File: src/rtl/pipe_pkg.sv
// Shared definitions for pipeline boundary registers: control-word field map,
// forwarding select encodings, depth limit and small helpers.
package pipe_pkg;

    // Maximum number of register slices a boundary register may have.
    localparam int unsigned DEPTH_MAX = 4;

    // Width of the occupancy count (must hold 0..DEPTH_MAX).
    localparam int unsigned OCC_W = 3;

    // Control-word field offsets (bit positions inside the CTRL word).
    localparam int unsigned WREG_B   = 0;
    localparam int unsigned M2REG_B  = 1;
    localparam int unsigned WMEM_B   = 2;
    localparam int unsigned ALUC_LSB = 3;
    localparam int unsigned ALUC_W   = 4;
    localparam int unsigned SHIFT_B  = 7;
    localparam int unsigned ALUIMM_B = 8;
    localparam int unsigned BRANCH_B = 9;

    // Minimum control width that holds every named field.
    localparam int unsigned CTRL_W_MIN = BRANCH_B + 1;

    // Operand forwarding select encodings carried in the payload.
    typedef enum logic [1:0] {
        FWD_REG   = 2'd0,   // value read from the register file
        FWD_EXE   = 2'd1,   // ALU result in EXE
        FWD_MEM   = 2'd2,   // ALU result in MEM
        FWD_MEMRD = 2'd3    // load data in MEM
    } fwd_sel_e;

    // Action taken by every slice on a clock edge.
    typedef enum logic [1:0] {
        ACT_HOLD  = 2'd0,
        ACT_SHIFT = 2'd1,
        ACT_KILL  = 2'd2
    } slice_act_e;

    // Number of set bits in a padded slice valid vector.
    function automatic logic [OCC_W-1:0] valid_popcount(input logic [DEPTH_MAX-1:0] v);
        logic [OCC_W-1:0] n;
        n = '0;
        for (int i = 0; i < int'(DEPTH_MAX); i++) begin
            n = n + OCC_W'(v[i]);
        end
        return n;
    endfunction

endpackage : pipe_pkg

File: src/rtl/pipe_slice.sv
// One pipeline register slice: valid bit, control word and payload with
// load, hold and kill controls. Control is zeroed whenever valid is low.
module pipe_slice #(
    parameter int unsigned CTRL_W = 16,
    parameter int unsigned DATA_W = 128
) (
    input  logic              clk,
    input  logic              rst_n,
    input  logic              load,
    input  logic              kill,
    input  logic              d_valid,
    input  logic [CTRL_W-1:0] d_ctrl,
    input  logic [DATA_W-1:0] d_data,
    output logic              q_valid,
    output logic [CTRL_W-1:0] q_ctrl,
    output logic [DATA_W-1:0] q_data
);

    // Valid/control register: kill beats load; a bubble loads a zero control.
    always_ff @(posedge clk or negedge rst_n) begin
        if (!rst_n) begin
            q_valid <= 1'b0;
            q_ctrl  <= '0;
        end else if (kill) begin
            q_valid <= 1'b0;
            q_ctrl  <= '0;
        end else if (load) begin
            q_valid <= d_valid;
            q_ctrl  <= d_valid ? d_ctrl : '0;
        end
    end

    // Payload register: only a load changes it; kill leaves it as is.
    always_ff @(posedge clk or negedge rst_n) begin
        if (!rst_n) begin
            q_data <= '0;
        end else if (load && !kill) begin
            q_data <= d_data;
        end
    end

endmodule : pipe_slice

File: src/rtl/pipe_stage_reg.sv
// Parametrised pipeline boundary register: DEPTH slices of valid/ctrl/data
// with stall, flush, bubble insertion and saturating event counters.
module pipe_stage_reg
    import pipe_pkg::*;
#(
    parameter int unsigned DATA_W = 128,
    parameter int unsigned CTRL_W = 16,
    parameter int unsigned DEPTH  = 1,
    parameter int unsigned CNT_W  = 16
) (
    input  logic              clk,
    input  logic              rst_n,
    input  logic              in_valid,
    input  logic [CTRL_W-1:0] in_ctrl,
    input  logic [DATA_W-1:0] in_data,
    input  logic              stall,
    input  logic              flush,
    input  logic              cnt_clr,
    output logic              out_valid,
    output logic [CTRL_W-1:0] out_ctrl,
    output logic [DATA_W-1:0] out_data,
    output logic [2:0]        occupancy,
    output logic [CNT_W-1:0]  stall_cnt,
    output logic [CNT_W-1:0]  flush_cnt
);

    localparam logic [CNT_W-1:0] CNT_MAX = '1;

    slice_act_e          act_c;
    logic                load_c;
    logic                kill_c;
    logic                stall_inc_c;
    logic                valid_q [DEPTH];
    logic [CTRL_W-1:0]   ctrl_q  [DEPTH];
    logic [DATA_W-1:0]   data_q  [DEPTH];
    logic [DEPTH_MAX-1:0] valid_vec_c;

    // Per-edge action: flush, then stall, then shift.
    always_comb begin
        act_c       = ACT_SHIFT;
        stall_inc_c = 1'b0;
        if (flush) begin
            act_c = ACT_KILL;
        end else if (stall) begin
            act_c       = ACT_HOLD;
            stall_inc_c = 1'b1;
        end
        load_c = (act_c == ACT_SHIFT);
        kill_c = (act_c == ACT_KILL);
    end

    // Slice chain: slice 0 takes the input stage, slice k takes slice k-1.
    for (genvar g = 0; g < int'(DEPTH); g++) begin : g_slice
        if (g == 0) begin : g_head
            pipe_slice #(
                .CTRL_W (CTRL_W),
                .DATA_W (DATA_W)
            ) u_slice (
                .clk     (clk),
                .rst_n   (rst_n),
                .load    (load_c),
                .kill    (kill_c),
                .d_valid (in_valid),
                .d_ctrl  (in_ctrl),
                .d_data  (in_data),
                .q_valid (valid_q[g]),
                .q_ctrl  (ctrl_q[g]),
                .q_data  (data_q[g])
            );
        end else begin : g_body
            pipe_slice #(
                .CTRL_W (CTRL_W),
                .DATA_W (DATA_W)
            ) u_slice (
                .clk     (clk),
                .rst_n   (rst_n),
                .load    (load_c),
                .kill    (kill_c),
                .d_valid (valid_q[g-1]),
                .d_ctrl  (ctrl_q[g-1]),
                .d_data  (data_q[g-1]),
                .q_valid (valid_q[g]),
                .q_ctrl  (ctrl_q[g]),
                .q_data  (data_q[g])
            );
        end
    end

    // Last slice drives the outputs directly from its registers.
    assign out_valid = valid_q[DEPTH-1];
    assign out_ctrl  = ctrl_q[DEPTH-1];
    assign out_data  = data_q[DEPTH-1];

    // Occupancy: popcount of the slice valid bits, padded to DEPTH_MAX.
    always_comb begin
        valid_vec_c = '0;
        for (int i = 0; i < int'(DEPTH); i++) begin
            valid_vec_c[i] = valid_q[i];
        end
    end

    assign occupancy = valid_popcount(valid_vec_c);

    // Stall event counter: saturating, clear has priority.
    always_ff @(posedge clk or negedge rst_n) begin
        if (!rst_n) begin
            stall_cnt <= '0;
        end else if (cnt_clr) begin
            stall_cnt <= '0;
        end else if (stall_inc_c && (stall_cnt != CNT_MAX)) begin
            stall_cnt <= stall_cnt + CNT_W'(1);
        end
    end

    // Flush event counter: saturating, clear has priority.
    always_ff @(posedge clk or negedge rst_n) begin
        if (!rst_n) begin
            flush_cnt <= '0;
        end else if (cnt_clr) begin
            flush_cnt <= '0;
        end else if (flush && (flush_cnt != CNT_MAX)) begin
            flush_cnt <= flush_cnt + CNT_W'(1);
        end
    end

endmodule : pipe_stage_reg

File: config.mk
export PLATFORM = sky130hd
export DESIGN_NAME = pipe_stage_reg
export DESIGN_NICKNAME = d
export VERILOG_FILES = /design/src/rtl/pipe_pkg.sv /design/src/rtl/pipe_slice.sv /design/src/rtl/pipe_stage_reg.sv
export SDC_FILE = /design/constraint.sdc
export NUM_CORES = 1
export LEC_CHECK = 0
export CORE_ASPECT_RATIO = 0.75
export CORE_MARGIN = 2
export CORE_UTILIZATION = 47
export DETAILED_ROUTE_END_ITERATION = 8
export MAX_ROUTING_LAYER = met4
export PLACE_DENSITY = 0.95
export SYNTH_ARGS = -nofsm -noshare
export SYNTH_HDL_FRONTEND = slang
export SYNTH_HIERARCHICAL = 1
export SYNTH_SLANG_ARGS = --single-unit
File: constraint.sdc
create_clock -name clk -period 2.7 [get_ports clk]
set_clock_uncertainty 0.1 [all_clocks]
set_input_delay 0.405 -clock clk [delete_from_list [all_inputs] [get_ports clk]]
set_output_delay 0.405 -clock clk [all_outputs]
set_load 0.01 [all_outputs]
==> reports/metrics.yaml <==
run_status:
  status: "complete, no violations"
clock_tree:
  clk_pin_slew_ns: 0.07
  cts_sinks: 177
  clk_path_buf_depth: 2
  cts_resized: 0
  h-tree-depth: 4
  cts_buffers: 17
  clock_latency_ns: 0.42
  cts_root_buffer: "clkbuf_16"
  cts_tree: "yes"
  post_cts_buffers: 0
grt:
  grt_pass1_wl_um: 34700
  grtUsageTotal_pct: 26.4
  grt_max_degree: 66
  first_global_vias: 6011
  antenna_found_initial: 0
  overflow: 0
place:
  dp_cells: 1056
  dpl.hpwl_um: 16800
  io_buffers: 327
  place_congestion: 0.919
  pre_cts_ws_ns: 0.247
critical_path:
  worst-setup-path-type: "register to register"
  crit_required_ns: 2.91
  path_common_cell: "nor4_1"
  arrival_ns: 2.30
  slowest_stage: "nor4_1"
  critPathMaxFanout: 6
  worstSetupStartpointType: "register"
  cp-end-kind: "register"
  slowest_delay_ns: 0.56
  rr_worst_depth: 5
  crit_chain: "ha_1, nand3_1, nor4_1, nor4_1, mux2_2"
synthesis:
  yosysTopAreaCell: "dfrtp_1"
  yosys-top-cells-count: "dfrtp_1 (177), mux2_4 (120), a21oi_1 (21)"
  syn_area_um2: 7920
  syn_inst: 525
  ys_top_cells_by_area: "dfrtp_1 (56%), mux2_4 (23%), buf_12 (3.3%)"
  synth_edf_count: 0
  yosysWarningCount: 6
  synth_cell_types: 44
  ys_ff_latch: 177
  async_flop_share_pct: 100
  synth_top_area_share_pct: 55.9
  avgSynthCellArea_um2: 15.1
  yosysMostFrequentCell: "dfrtp_1"
  synth_ff_type: "dfrtp_1"
  yosysSeqAreaShare_pct: 55.9
timing:
  worst_pin_slew_ns: 1.03
  maxSlewHeadroom_pct: 31.1
  tns_ns: 0
  drv_slew: 0
  min_period_over_period_pct: 77.6
  report.final.hold_viol_count: 0
  fin_crit_ns: 2.09
  fmax_mhz: 478
  rsz0062_at_grt: "no"
  finalSetupViolations: 0
  fin_ws_ns: 0.606
drt:
  antenna_left: 0
  dr.first_iter.drc_count: 358
  vias: 5778
  wl_per_cell_um: 21.1
  routed_via_density: 5.31
  dr.pass1.iters: 5
  totalWireLength_um: 23000
  route.detailed.drc: 0
power_and_ir_drop:
  power_density_nw_per_um2: 651
  p_leak_nw: 5.05
  ir_drop_uv: 365
die:
  fp.coreArea_um2: 16700
  die_h_um: 116
  io_pins: 330
  die_width_um: 154
  dieArea_um2: 17900
  fp-row-count: 41
  start_util_pct: 47.5
min_path:
  holdCritPathClass: "register to register"
  min_path_cells: 1
finish:
  drive_gt1_share_pct: 21.6
  syn_to_final_growth_pct: 50.9
  n_antenna_cell: 0
  utilization_pct: 71.7
  fin_cells: 1089
  nets: 1013
run:
  cap_violations: 0
## kinds of logic (layout without fill, tap and decap cells)
family	after synthesis	in the layout	synth area share (%)
other	1	2	0.0473
adders and majority gates	2	2	0.316
buffers and inverters	36	384	4.85
DFF	177	177	55.9
AOI/OAI and AO/OA	62	62	5.34
muxes	137	137	25.1
xor gates and xnor gates	1	1	0.111
and+or+nand+nor	109	109	8.35
## stage by stage
stage	hold WS (ns)	power [mW]	cell area (um^2)
finish	0.395	7.78	12000
global route	0.425	8.09	12000
CTS	0.396	7.86	12000
detailed placement	0.349	5.33	11300
global placement	0.346	5.25	11300
floorplan	0.00941	4.10	7930
## routing by layer
metal	vias to the layer above	share of wire, %	global-route usage [%]
li1	2598	-	-
met1	2901	40	31.5
met2	254	51	44.3
met3	25	7.6	7.83
met4	0	1.8	7.17
met5	-	0	-
## critical path, delay by kind of cell (launching register included)
kind / cells / cell delay [ns]
simple gates: 3 / 0.88
fa+ha+maj: 1 / 0.25
mux: 1 / 0.30
flops: 1 / 0.45
## layout by cell type (no fill, tap or decap), types with 4 or more instances in the layout
master and count:
a21oi_1 21, a32o_1 15, and4_1 6, buf_12 8
buf_4 10, clkbuf_16 17, clkdlybuf4s50_1 326, dfrtp_1 177
inv_1 6, inv_8 5, mux2_2 12, mux2_4 120
mux2i_1 5, nand2_1 9, nand2b_1 4, nand3_1 14
nand4_1 12, nor2_1 17, nor2b_1 4, nor3_1 8
nor4_1 5, o21ai_0 11, o31ai_1 9, or3_1 6
or4_1 8
## layout make-up
cell class,instances,area (um^2)
fill,1039,4710
sequential,177,4430
timing repair buffer,346,3520
multi-input combinational,313,3120
clock buffer,17,425
tap,215,269
clock inverter,15,174
inverter,6,22.5
## report_power, final
part	total (mW)	switching, mW	internal, mW
sequential	3.28	0.248	3.03
combinational	2.02	0.693	1.33
clock	2.48	1.16	1.32
total	7.78	2.10	5.68
## worst paths after layout
check | startpoint | end | slack [ns]
setup / recovery | flush_cnt[0] | flush_cnt[11] | 0.61
hold / removal | g_slice[0].g_head.u_slice/q_ctrl[15] | g_slice[0].g_head.u_slice/q_ctrl[15] | 0.39
setup reg to reg | flush_cnt[0] | flush_cnt[11] | 0.61
hold reg to reg | g_slice[0].g_head.u_slice/q_ctrl[15] | g_slice[0].g_head.u_slice/q_ctrl[15] | 0.39
max in group asynchronous | rst_n | g_slice[0].g_head.u_slice/q_data[97] | 1.35
min in group asynchronous | rst_n | stall_cnt[12] | 0.44
## registers in the layout (all words and copies together), names as in the netlist
register,count
stall_cnt,16
g_slice.g_head.u_slice/q_ctrl,16
flush_cnt,16
g_slice.g_head.u_slice/q_data,128
g_slice.g_head.u_slice/q_valid,1
## timing repair
action,CTS,global route
hold endpoints to repair,61,0
setup endpoints to repair,0,0
hold buffers,1,0
(Power assumes the default switching activity.)
